**src/rtl/hazard_pkg.sv**
```systemverilog
// Shared encodings and the per-stage hazard record for hazard_sched.
// Forwarding is compiled in only when HAZARD_FORWARD_EN is defined.
package hazard_pkg;

  localparam logic [1:0] FWD_RF      = 2'b00;
  localparam logic [1:0] FWD_EX_ALU  = 2'b01;
  localparam logic [1:0] FWD_MEM_ALU = 2'b10;
  localparam logic [1:0] FWD_MEM_LD  = 2'b11;

  localparam logic [1:0] HZ_NONE  = 2'b00;
  localparam logic [1:0] HZ_ID    = 2'b01;
  localparam logic [1:0] HZ_STORE = 2'b10;

  typedef struct packed {
    logic       valid;
    logic [4:0] rd;
    logic       regwrite;
    logic       load;
  } hz_rec_t;

  // x0 is hardwired to zero, so a writer targeting it never produces data.
  function automatic logic rec_live(input hz_rec_t r);
    return r.valid & r.regwrite & (r.rd != 5'd0);
  endfunction

endpackage

```
**src/rtl/hz_stage_rec.sv**
```systemverilog
// One pipeline-stage shadow record: async clear, hold on freeze,
// bubble insert (valid=0) otherwise load from the upstream stage.
module hz_stage_rec
  import hazard_pkg::*;
(
  input  logic    clk,
  input  logic    rst_n,
  input  logic    hold,
  input  logic    bubble,
  input  hz_rec_t d,
  output hz_rec_t q
);

  hz_rec_t rec_q;
  hz_rec_t rec_d;

  always_comb begin
    rec_d = rec_q;
    if (!hold) rec_d = bubble ? hz_rec_t'('0) : d;
  end

  always_ff @(posedge clk or negedge rst_n) begin
    if (!rst_n) rec_q <= '0;
    else        rec_q <= rec_d;
  end

  assign q = rec_q;

endmodule

```
**src/rtl/hazard_sched.sv**
```systemverilog
// ID-side hazard scheduler for the 5-stage RV32I core: stalls, bubbles,
// operand/store forwarding selects and a saturating stall-cycle counter.
// Define HAZARD_FORWARD_EN to enable forwarding; otherwise any hit stalls.
module hazard_sched
  import hazard_pkg::*;
#(
  parameter int CNT_W = 16
) (
  input  logic             clk,
  input  logic             rst_n,
  input  logic             id_valid,
  input  logic [4:0]       id_rs1,
  input  logic [4:0]       id_rs2,
  input  logic             id_rs1use,
  input  logic             id_rs2use,
  input  logic [1:0]       id_optype,
  input  logic [4:0]       id_rd,
  input  logic             id_regwrite,
  input  logic             id_load,
  input  logic             id_branch,
  input  logic             mem_busy,
  output logic             stall_pc,
  output logic             stall_ifid,
  output logic             flush_ifid,
  output logic             flush_idex,
  output logic             freeze,
  output logic [1:0]       fwd_a,
  output logic [1:0]       fwd_b,
  output logic             fwd_store,
  output logic [CNT_W-1:0] stall_cycles
);

`ifdef HAZARD_FORWARD_EN
  localparam logic FWD_ON = 1'b1;
`else
  localparam logic FWD_ON = 1'b0;
`endif

  hz_rec_t ex_rec, mem_rec, id_rec;
  logic    rs1_hit_ex, rs1_hit_mem, rs2_hit_ex, rs2_hit_mem;
  logic    store_exc, ld_stall, any_hit, hz_stall, adv_ex_bubble;
  logic [1:0] sel_a, sel_b;
  logic             fwd_store_q, fwd_store_d;
  logic [CNT_W-1:0] cnt_q, cnt_d;

  function automatic logic [1:0] pick(input logic hit_ex, input logic hit_mem,
                                      input logic ex_ld, input logic mem_ld);
    if (hit_ex)       return ex_ld ? FWD_RF : FWD_EX_ALU;
    else if (hit_mem) return mem_ld ? FWD_MEM_LD : FWD_MEM_ALU;
    else              return FWD_RF;
  endfunction

  always_comb begin
    id_rec = '{valid: id_valid, rd: id_rd, regwrite: id_regwrite, load: id_load};

    rs1_hit_ex  = id_valid & id_rs1use & rec_live(ex_rec)  & (id_rs1 == ex_rec.rd);
    rs1_hit_mem = id_valid & id_rs1use & rec_live(mem_rec) & (id_rs1 == mem_rec.rd);
    rs2_hit_ex  = id_valid & id_rs2use & rec_live(ex_rec)  & (id_rs2 == ex_rec.rd);
    rs2_hit_mem = id_valid & id_rs2use & rec_live(mem_rec) & (id_rs2 == mem_rec.rd);

    // A store only needs rs2 at MEM, so a load in EX can feed it one cycle later.
    store_exc = FWD_ON & (id_optype == HZ_STORE) & rs2_hit_ex & !rs1_hit_ex & ex_rec.load;
    ld_stall  = (rs1_hit_ex | rs2_hit_ex) & ex_rec.load & !store_exc;
    any_hit   = rs1_hit_ex | rs1_hit_mem | rs2_hit_ex | rs2_hit_mem;
    hz_stall  = FWD_ON ? ld_stall : any_hit;

    sel_a = pick(rs1_hit_ex, rs1_hit_mem, ex_rec.load, mem_rec.load);
    sel_b = pick(rs2_hit_ex, rs2_hit_mem, ex_rec.load, mem_rec.load);

    adv_ex_bubble = !(id_valid & !hz_stall);

    fwd_store_d = mem_busy ? fwd_store_q : store_exc;

    cnt_d = cnt_q;
    if (!mem_busy && hz_stall && (cnt_q != {CNT_W{1'b1}})) cnt_d = cnt_q + CNT_W'(1);
  end

  hz_stage_rec u_ex (
    .clk    (clk),
    .rst_n  (rst_n),
    .hold   (mem_busy),
    .bubble (adv_ex_bubble),
    .d      (id_rec),
    .q      (ex_rec)
  );

  hz_stage_rec u_mem (
    .clk    (clk),
    .rst_n  (rst_n),
    .hold   (mem_busy),
    .bubble (1'b0),
    .d      (ex_rec),
    .q      (mem_rec)
  );

  always_ff @(posedge clk or negedge rst_n) begin
    if (!rst_n) begin
      fwd_store_q <= 1'b0;
      cnt_q       <= '0;
    end else begin
      fwd_store_q <= fwd_store_d;
      cnt_q       <= cnt_d;
    end
  end

  // Freeze dominates: every stall/flush request is suppressed while memory is busy.
  assign freeze       = mem_busy;
  assign stall_pc     = hz_stall & !mem_busy;
  assign stall_ifid   = hz_stall & !mem_busy;
  assign flush_idex   = hz_stall & !mem_busy;
  assign flush_ifid   = id_branch & id_valid & !hz_stall & !mem_busy;
  assign fwd_a        = (FWD_ON & !hz_stall) ? sel_a : FWD_RF;
  assign fwd_b        = (FWD_ON & !hz_stall) ? sel_b : FWD_RF;
  assign fwd_store    = fwd_store_q;
  assign stall_cycles = cnt_q;

endmodule

```
**config.mk**
```make
export PLATFORM = sky130hd
export DESIGN_NAME = hazard_sched
export DESIGN_NICKNAME = d
export VERILOG_FILES = /design/src/rtl/hazard_pkg.sv /design/src/rtl/hz_stage_rec.sv /design/src/rtl/hazard_sched.sv
export SDC_FILE = /design/constraint.sdc
export NUM_CORES = 1
export LEC_CHECK = 0
export CAP_MARGIN = 20
export CORE_ASPECT_RATIO = 2
export CORE_MARGIN = 8
export CORE_UTILIZATION = 50
export CTS_CLUSTER_SIZE = 40
export DETAILED_ROUTE_END_ITERATION = 6
export PLACE_DENSITY = 0.85
export SYNTH_ARGS = -nofsm -noshare
export SYNTH_HDL_FRONTEND = slang
export SYNTH_SLANG_ARGS = --single-unit
```
**constraint.sdc**
```tcl
create_clock -name clk -period 3.35 [get_ports clk]
set_clock_uncertainty 0.1 [all_clocks]
set_input_delay 0.67 -clock clk [delete_from_list [all_inputs] [get_ports clk]]
set_output_delay 0.67 -clock clk [all_outputs]
set_load 0.01 [all_outputs]
```
Word level (Yosys, flattened, before mapping)
Cells that the tools add are included.
{ "op_classes": {"n_eq_ne": 5, "n_bitwise": 22, "mux": 1, "add_sub_neg": 1, "reduce_logical": 6} }
{ "op_table": {"columns": ["op", "n"], "rows": [
  ["equality test 5 bit", 4],
  ["AND 1 bit", 19],
  ["adder 16 x 1 -> 16 bit (second input constant)", 1],
  ["inequality test 16 bit (second input constant)", 1],
  ["nonzero test 5 bit", 2],
  ["2-to-1 mux 8 bit", 1],
  ["bitwise OR 1 bit", 3],
  ["logical AND 1 bit", 2],
  ["logical NOT 1 bit", 2]
]} }
{ "word_totals": {"word_cells": 42, "regBits": 30, "out_inout_bits": 26, "input_bits": 26} }

Depth between registers and ports, before layout
Gate-level depths: netlist of the first run.
{ "depth": {"ltp_word": 10, "depth_mapped": 7, "mapped_depth_nobuf": 7} }

By module
From an unflattened synthesis of the first run, not the netlist that was laid out.
{ "unflattened": {"cells_unflattened": 186, "area_unflattened_um2": 1859.3} }
{ "modules_own_cells": {"columns": ["module", "seq_area_each_um2", "area_per_inst_um2", "n_inst", "cells_per_inst"], "rows": [
  ["hazard_sched", 400.4, 1191.1, 1, 122],
  ["hz_stage_rec", 200.2, 334.1, 2, 32]
]} }

Worst setup path before layout of the first run
OpenSTA, ideal clock, no wires.
{ "synth_path": {"path_type": "register to output", "startpoint": "register u_mem.rec_q, in the netlist u_mem.q[3]", "endpoint": "output stall_ifid", "t_arrival_ps": 1830, "path_stages_with_launch": 8, "n_path_buf": 2, "t_required_ps": 2580, "slack_ps": 750, "path_cell_list": "dfrtp_1 or4_1 o211ai_2 nor2_1 a22oi_4 buf_6 inv_1 buf_4"} }
{ "synth_via": {"elab_chain_len": 8, "word_cells_on_any_way": 12, "cone_classes": "eq/ne: 2; bitwise: 9; reduce/logical: 1"} }
{ "synth_lines": {"columns": ["element", "line_no", "rtl"], "rows": [
  ["start, declared", "hz_stage_rec.sv:14", "hz_rec_t rec_q;"],
  ["start signal, assigned", "hz_stage_rec.sv:24", "else rec_q <= rec_d;"],
  ["nonzero test 5 bit", "hazard_pkg.sv:23", "return r.valid & r.regwrite & (r.rd != 5'd0);"],
  ["AND 1 bit", "hazard_pkg.sv:23", null],
  ["AND 1 bit (2 in series)", "hazard_sched.sv:57", "rs1_hit_mem = id_valid & id_rs1use & rec_live(mem_rec) & (id_rs1 == mem_rec.rd);"],
  ["bitwise OR 1 bit (2 in series)", "hazard_sched.sv:64", "any_hit = rs1_hit_ex | rs1_hit_mem | rs2_hit_ex | rs2_hit_mem;"],
  ["bitwise OR 1 bit (*)", "hazard_sched.sv:64", null],
  ["AND 1 bit (*)", null, null],
  ["end, declared", "hazard_sched.sv:23", "output logic stall_ifid,"]
]} }
Mark *: on every way between the ends. The rest lies on a longest branch, timed or not.

Final worst setup path of the first run
{ "layout_path": {"startpoint": "input id_rs1[0]", "endpoint": "output flush_ifid"} }
{ "layout_via": {"elab_chain_len": 8, "word_cells_on_any_way": 10, "cone_classes": "eq/ne: 2; bitwise: 7; reduce/logical: 1"} }
{ "layout_lines": {"columns": ["element", "line_no", "rtl"], "rows": [
  ["start, declared", "hazard_sched.sv:12", "input logic [4:0] id_rs1,"],
  ["equality test 5 bit, on equally long branches", "hazard_sched.sv:56, hazard_sched.sv:57", null],
  ["AND 1 bit, on equally long branches", "hazard_sched.sv:56, hazard_sched.sv:57", null],
  ["bitwise OR 1 bit (*) (3 in series)", "hazard_sched.sv:64", null],
  ["logical NOT 1 bit (*)", null, null],
  ["AND 1 bit (*) (2 in series)", "hazard_sched.sv:111", "assign flush_ifid = id_branch & id_valid & !hz_stall & !mem_busy;"],
  ["end, declared", "hazard_sched.sv:24", "output logic flush_ifid,"]
]} }
Marked as above.

==> impl_results.md, run 1 <==
- Core Region: 3341 µm²
- Die area: 5652 µm²
- Hpwl dp: 3.321 mm
- Number of CTS-inserted buffers: 5
- Status: finished clean
- Initial Utilization: 51.09%
- Global-route wire length before repair: 7.431 mm
- IO Pins: 52
- Combinational share of power: 15.7%
- Crit. End Element: primary output
- Vias: 1369
- Top cell type's share of synthesized area: 43.99%
- Layout overhead on the synthesized area: 32.70%
- Fmax: 309.5 MHz
- Worst vdd ir: 267.6 µV
- Hold_ws: 409.2 ps
- # Post-CTS Setup Buffers: 0
- Die H: 98.62 µm
- Clock sink count: 30
- Final Power: 834.4 µW
- DRC: 0
- Largest net degree at the start of global routing: 31
- PnR worst setup slack: 118.7 ps
- FF-to-FF path depth: 7
- Pwr/cell area: 368.4 nW/µm²
- Layout cells sized above 1: 16.26%
- Gr usage total: 16.73%
- Synth area leaders: dfrtp_1 44%, xnor2_1 10%, xor2_1 6.7%
- Critical path type: input port to primary output
- Critical register-to-register path startpoint: u_ex.q[3]
- Crit path time final: 3231 ps
- Yosys Warn Count: 0
- Number of fill cells in the layout: 259
- DR pass1 iterations: 4
- Place WS: -192.4 ps
- Synth unique cells: 34
- Reg clk slew, reported paths: 60 ps
- Number of routed nets with antenna violations: 0
- Final wirelength: 4.389 mm
- Total grt overflow: 0
- H-tree levels: 2
- Flop pwr share: 48.8%
- Arr. time, crit path: 2460 ps
- PortBufs: 43
- Worst setup SP type: input port
- GRT met2 Usage: 31.50%
- Max-cap violations: 0
- Sequential area share after synthesis: 43.99%
- P_int: 624.3 µW
- Global Route met1 Usage: 15.08%
- Syn Inst Count: 155
- Initial antenna violation count: 0
- FF+latch count, synth: 30
- FF+latch area: 750.7 µm²
- Root Buffer: clkbuf_8
- Sw Ratio: 25.18%
- Drt wl/cell: 18.68 µm
- Number of global-route vias before repair: 1551
- Hold-critical path endpoint: stall_cycles[3]
- Worst-Skew Late Latency: 280 ps
- Hold depth: 1
- Die width: 57.31 µm
- Area of the multi-input gates: 893.4 µm²
- Final count of negative-setup-slack endpoints: 0
- Hold/Removal Path Class: register to register
- CP max FO: 2
- Hold path startpoint: stall_cycles[3]
- Ant diodes: 0
- Worst EP required: 2580 ps
- Most utilized layer in the global route result: met2
- Hold_buf cts: 0
- Final hold viol count: 0
- Reg2reg setup slack: 980 ps
- Gpl congestion: 0.9382
- Syn Area/Cell: 11.01 µm²
- Clock Tree Buf Depth: 2
- Clock share of power: 35.5%
- Mapped Area: 1707 µm²
- Leakage: 1.080 nW
- RSZ-0062 raised after global routing: false
- Detailed Route Iter0 Violations: 30
- P_sw: 210.1 µW
- Period utilization: 96.46%
- CTS tree: done
- Worst r2r dst: stall_cycles[12]
- Row count: 30
- Post-synth top area cell: dfrtp_1
- Via/cell ratio: 5.826
- GR Layer Usage met3: 5.483%
- Nets: 229
- Final slew viol count: 0
## synth_stat cells, drive strengths merged
| master | n |
|---|---|
| nor2 | 4 |
| a22o | 6 |
| a22oi | 1 |
| clkbuf | 1 |
| nor3b | 4 |
| buf | 13 |
| xnor2 | 20 |
| dfrtp | 30 |
| inv | 2 |
| a21o | 1 |
| mux2 | 10 |
| ha | 1 |
| nand2b | 1 |
| xor2 | 13 |
| nand3 | 13 |
| o22ai | 2 |
| conb | 1 |
| nor2b | 2 |
| nand4 | 4 |
| nand2 | 4 |
| nor4 | 3 |
| o211ai | 2 |
| and3 | 6 |
| nor4b | 1 |
| and2 | 1 |
| or4 | 2 |
| nor3 | 7 |
## power by group through the flow
stage	clock [mW]	combinational [mW]	sequential, mW
finish	0.296	0.131	0.407
global route	0.321	0.143	0.410
CTS	0.305	0.131	0.408
detailed placement	0	0.128	0.414
global placement	0	0.124	0.412
floorplan	0	0.0718	0.408
## flip-flops by register name, summed over array words and instances, names as in the netlist
| name | count |
|---|---|
| u_ex.q | 7 |
| u_mem.q | 7 |
| stall_cycles | 16 |
## how the worst max path moves through the flow
stage                          start    endpoint  slack [ps]  cells after the start
final                      id_rs1[0]  flush_ifid         120                      8
after global routing       id_rs1[0]  flush_ifid          50                      8
after CTS                  id_rs2[0]    stall_pc           3                      8
after detailed placement   id_rs2[0]  flush_ifid        -190                      8
after global placement     id_rs2[0]  flush_ifid        -110                      8
after floorplan           u_mem.q[3]  stall_ifid         750                      7
## cells by family (layout without fill, tap and decap cells)
group	count (synthesis)	count (layout)	synth area share [%]
AO/OA/AOI/OAI	12	12	6.672
XOR/XNOR	33	33	16.94
adder cells (fa/ha/maj)	1	1	0.7330
buffers and inverters	16	60	5.865
flip-flops	30	30	43.99
multiplexers	10	10	7.258
other	1	5	0.2197
AND/OR/NAND/NOR	52	52	18.33
## cell type report
type	count	area share [%]
Tap cell	32	1.768
Clock inverter	1	0.2210
Multi-Input combinational cell	113	39.45
Sequential cell	30	33.15
Inverter	2	0.3315
Clock buffer	7	3.812
Timing Repair Buffer	50	21.27
## per-layer routing
| layer | up-vias | share of wire [%] |
|---|---|---|
| li1 | 628 | - |
| met1 | 686 | 36 |
| met2 | 48 | 56 |
| met3 | 7 | 5.9 |
| met4 | 0 | 1.8 |
| met5 | - | 0 |
## metrics by stage
| step | utilization, % | instances | area [µm²] | TNS, ps |
|---|---|---|---|---|
| floorplan | - | 159 | 1722 | 0 |
| CTS | 67.53 | 235 | 2256 | 0 |
| global route | 67.79 | 235 | 2265 | 0 |
| global placement | 64.42 | 227 | 2152 | -111.3 |
| finish | 67.79 | 235 | 2265 | 0 |
| detailed placement | 64.42 | 227 | 2152 | -400.6 |
## worst max-delay path: stages
cell	delay [ps]
clkdlybuf4s50_1	450
xnor2_1	220
nand4_1	150
o22ai_2	210
nor2b_1	240
nor4b_4	70
and2_1	150
dlygate4sd2_1	290
## cells in the final DEF (no fill, tap or decap)
cell type        Yosys  final
a21o_1               1      1
a22o_1               6      6
a22oi_4              1      1
and2_1               1      1
and3_1               6      6
buf_4                8      7
clkbuf_1             1      1
clkbuf_8             0      6
clkdlybuf4s50_1      0     39
clkinv_2             0      1
conb_1               1      5
dfrtp_1             30     30
dlygate4sd2_1        0      3
dlymetal6s2s_1       0      1
ha_1                 1      1
inv_1                2      2
mux2_2               7      7
mux2_4               3      3
nand2_1              4      4
nand2b_1             1      1
nand3_1             13     13
nand4_1              4      4
nor2_1               3      3
nor2_2               1      1
nor2b_1              2      1
nor2b_2              0      1
nor3_1               6      6
nor3_2               1      1
nor3b_1              4      4
nor4_1               3      3
nor4b_4              1      1
o211ai_1             1      1
o211ai_2             1      1
o22ai_2              0      2
or4_1                2      2
xnor2_1             20     19
xnor2_2              0      1
xor2_1              13     13
## repair_timing
action	CTS	global route
endpoints found under the hold margin	0	0
resized for setup	6	2
pin swaps	1	0
gates cloned	0	0
endpoints found under the setup margin	4	1
Power figures use the tool's default switching activity.
==> run 2, diff against run 1 <==
Settings changed: CELL_PAD_IN_SITES_DETAIL_PLACEMENT from default to 1, CELL_PAD_IN_SITES_GLOBAL_PLACEMENT from default to 1, CORE_UTILIZATION 50 to 38, PLACE_DENSITY 0.85 to default, PLACE_DENSITY_LB_ADDON from default to 0.1.
==> run 2 against run 1 <==
Non-clock buffer count is 1 higher. Via count is 3.6% lower. Clock power is 20% higher. Maximum frequency is 1.4% lower. Final cell count is 9.8% higher. Design area is 2.7% higher. Largest cell class unchanged. Combinational power is 4% higher. First-iteration DRC count is 37% lower. Wire length is 9.1% higher. Setup slack worse by 45 ps. Register-to-register slack worse by 110 ps.
==> impl_results.md, run 2 (synthesis gave the netlist of run 1 again) <==
- Status: finished clean
- Max FFs per register: 16 (unchanged)
- Initial Utilization: 39.33% (-12 points)
- IO Pins: 52 (unchanged)
- Critical path type: input port to primary output
- Period utilization: 97.81% (+1.4 points)
- Fmax: 305.2 MHz (-1.4%)
- Gpl congestion: 0.7844 (-16%)
- Hold depth: 1 (unchanged)
- Via/cell ratio: 5.116 (-12%)
- CP max FO: 2 (unchanged)
- Hold_buf cts: 0 (unchanged)
- Die H: 110.8 µm (+12%)
- Initial antenna violation count: 0 (unchanged)
- Reg clk slew, reported paths: 60 ps (about the same)
- Clock sink count: 30 (unchanged)
- FF-to-FF path depth: 7 (unchanged)
- Root Buffer: clkbuf_8
- Worst EP required: 2580 ps (about the same)
- Row count: 34 (+13%)
- Final count of negative-setup-slack endpoints: 0 (unchanged)
- Max-cap violations: 0 (unchanged)
- Worst-Skew Late Latency: 280 ps (about the same)
- Layout cells sized above 1: 18.14% (+1.9 points)
- Layout overhead on the synthesized area: 36.29%
- Crit. End Element: primary output
- Gr usage total: 14.29% (-2.4 points)
- Leakage: 1.096 nW (+1.5%)
- Worst r2r dst: stall_cycles[8]
- Drt wl/cell: 18.56 µm (-0.63%)
- Number of fill cells in the layout: 491 (+90%)
- Die area: 7021 µm² (+24%)
- Worst setup SP type: input port
- Global-route wire length before repair: 7.935 mm (+6.8%)
- CTS tree: done
- DR pass1 iterations: 2 (-2)
- Final wirelength: 4.788 mm (+9.1%)
- Vias: 1320 (-3.6%)
- Most common cell after layout, fill and taps aside: clkdlybuf4s50_1
- Final slew viol count: 0 (unchanged)
- Layout Utilization: 53.60% (-14 points)
- Final hold viol count: 0 (unchanged)
- Hold-critical path endpoint: stall_cycles[8]
- Critical register-to-register path startpoint: stall_cycles[0]
- PortBufs: 43 (unchanged)
- Layout Cells excl Fill: 258 (+9.8%)
- Total grt overflow: 0 (unchanged)
- Inst Count DP: 249 (+9.7%)
- Hpwl dp: 3.776 mm (+14%)
- Hold/Removal Path Class: register to register
- Clock Tree Buf Depth: 2 (unchanged)
- Worst vdd ir: 317.6 µV (+19%)
- Detailed Route Iter0 Violations: 19 (-37%)
- Most frequent cells in the layout: 38 x clkdlybuf4s50_1, 30 x dfrtp_1, 18 x xnor2_1
- Number of CTS-inserted buffers: 5 (unchanged)
- H-tree levels: 2 (unchanged)
- Nets: 230 (+0.44%)
- Die width: 63.39 µm (+11%)
- Number of routed nets with antenna violations: 0 (unchanged)
- Arr. time, crit path: 2510 ps (+50 ps)
- Number of global-route vias before repair: 1563 (+0.77%)
- Reg2reg setup slack: 870 ps (-110 ps)
- Crit path time final: 3277 ps (+45.45 ps)
- DRC: 0 (unchanged)
- Core Region: 4339 µm² (+30%)
- Final Power: 898.5 µW (+7.7%)
- Ant diodes: 0 (unchanged)
- Pwr/cell area: 386.3 nW/µm² (+4.8%)
- Hold path startpoint: stall_cycles[8]
- Slew headroom: 43.07%
- Largest net degree at the start of global routing: 31 (unchanged)
- Tightest Pin Transition: 847.4 ps
[run 2: worst max-delay path by stage]
stage | start | to | slack [ps] | depth (start not counted)
CTS | id_rs2[2] | flush_ifid | 30 | 9
finish | id_rs2[1] | flush_ifid | 70 | 9
floorplan | u_mem.q[3] | stall_ifid | 750 | 7
global placement | id_rs2[0] | flush_ifid | -210 | 8
detailed placement | id_rs2[0] | flush_ifid | -210 | 8
global route | id_rs2[1] | flush_ifid | -2 | 9
[run 2: cell type report]
type | count | area (µm²) | area share [%]
sequential | 30 | 750.7 | 32.28
tap | 54 | 67.56 | 2.905
inverter | 2 | 7.507 | 0.3228
clock buffer | 5 | 68.82 | 2.959
clock inverter | 3 | 40.04 | 1.721
multi-input combinational | 113 | 903.4 | 38.84
timing repair buffer | 51 | 488.0 | 20.98
[run 2: through the flow]
| step | TNS [ps] | setup WS (ps) | area, µm² | hold slack [ps] |
|---|---|---|---|---|
| after CTS | 0 | 34.68 | 2316 | 401.6 |
| after floorplan | 0 | 750.1 | 1722 | 274.4 |
| final | 0 | 73.26 | 2326 | 397.1 |
| after detailed placement | -556.2 | -207.7 | 2180 | 388.2 |
| after global routing | -1.617 | -1.617 | 2326 | 429.4 |
| after global placement | -514.5 | -205.8 | 2180 | 378.9 |
[run 2: routing by layer]
layer | wire length (µm) | share of wire (%) | vias to the layer above | global-route usage, %
met1 | 1600 | 33 | 650 | 12.26
met5 | 0 | 0 | - | 0
met4 | 102 | 2.1 | 0 | 5.697
met3 | 195 | 4.1 | 8 | 4.150
li1 | - | - | 628 | -
met2 | 2889 | 60 | 34 | 28.54
[run 2: worst max-delay path, cell delays in order]
cell and delay (ps):
clkdlybuf4s50_1 540, xnor2_2 150, nand3_1 130, o22ai_2 220, buf_4 140, nor2b_2 170, nor4b_4 60, and2_1 150
dlygate4sd2_1 280
[run 2: what timing repair did]
action | 4_1_cts | 5_1_grt
setup buffers | 1 | 0
endpoints found under the setup margin | 4 | 1
gates resized for setup | 9 | 2
gates cloned | 0 | 0
pin swaps | 2 | 0
[run 2: power breakdown]
part / leakage (nW) / internal (mW) / total (mW) / switching (mW)
logic: 0.635 / 0.0786 / 0.136 / 0.0578
registers: 0.404 / 0.382 / 0.407 / 0.0259
clock network: 0.0579 / 0.219 / 0.355 / 0.136
total: 1.10 / 0.679 / 0.898 / 0.220
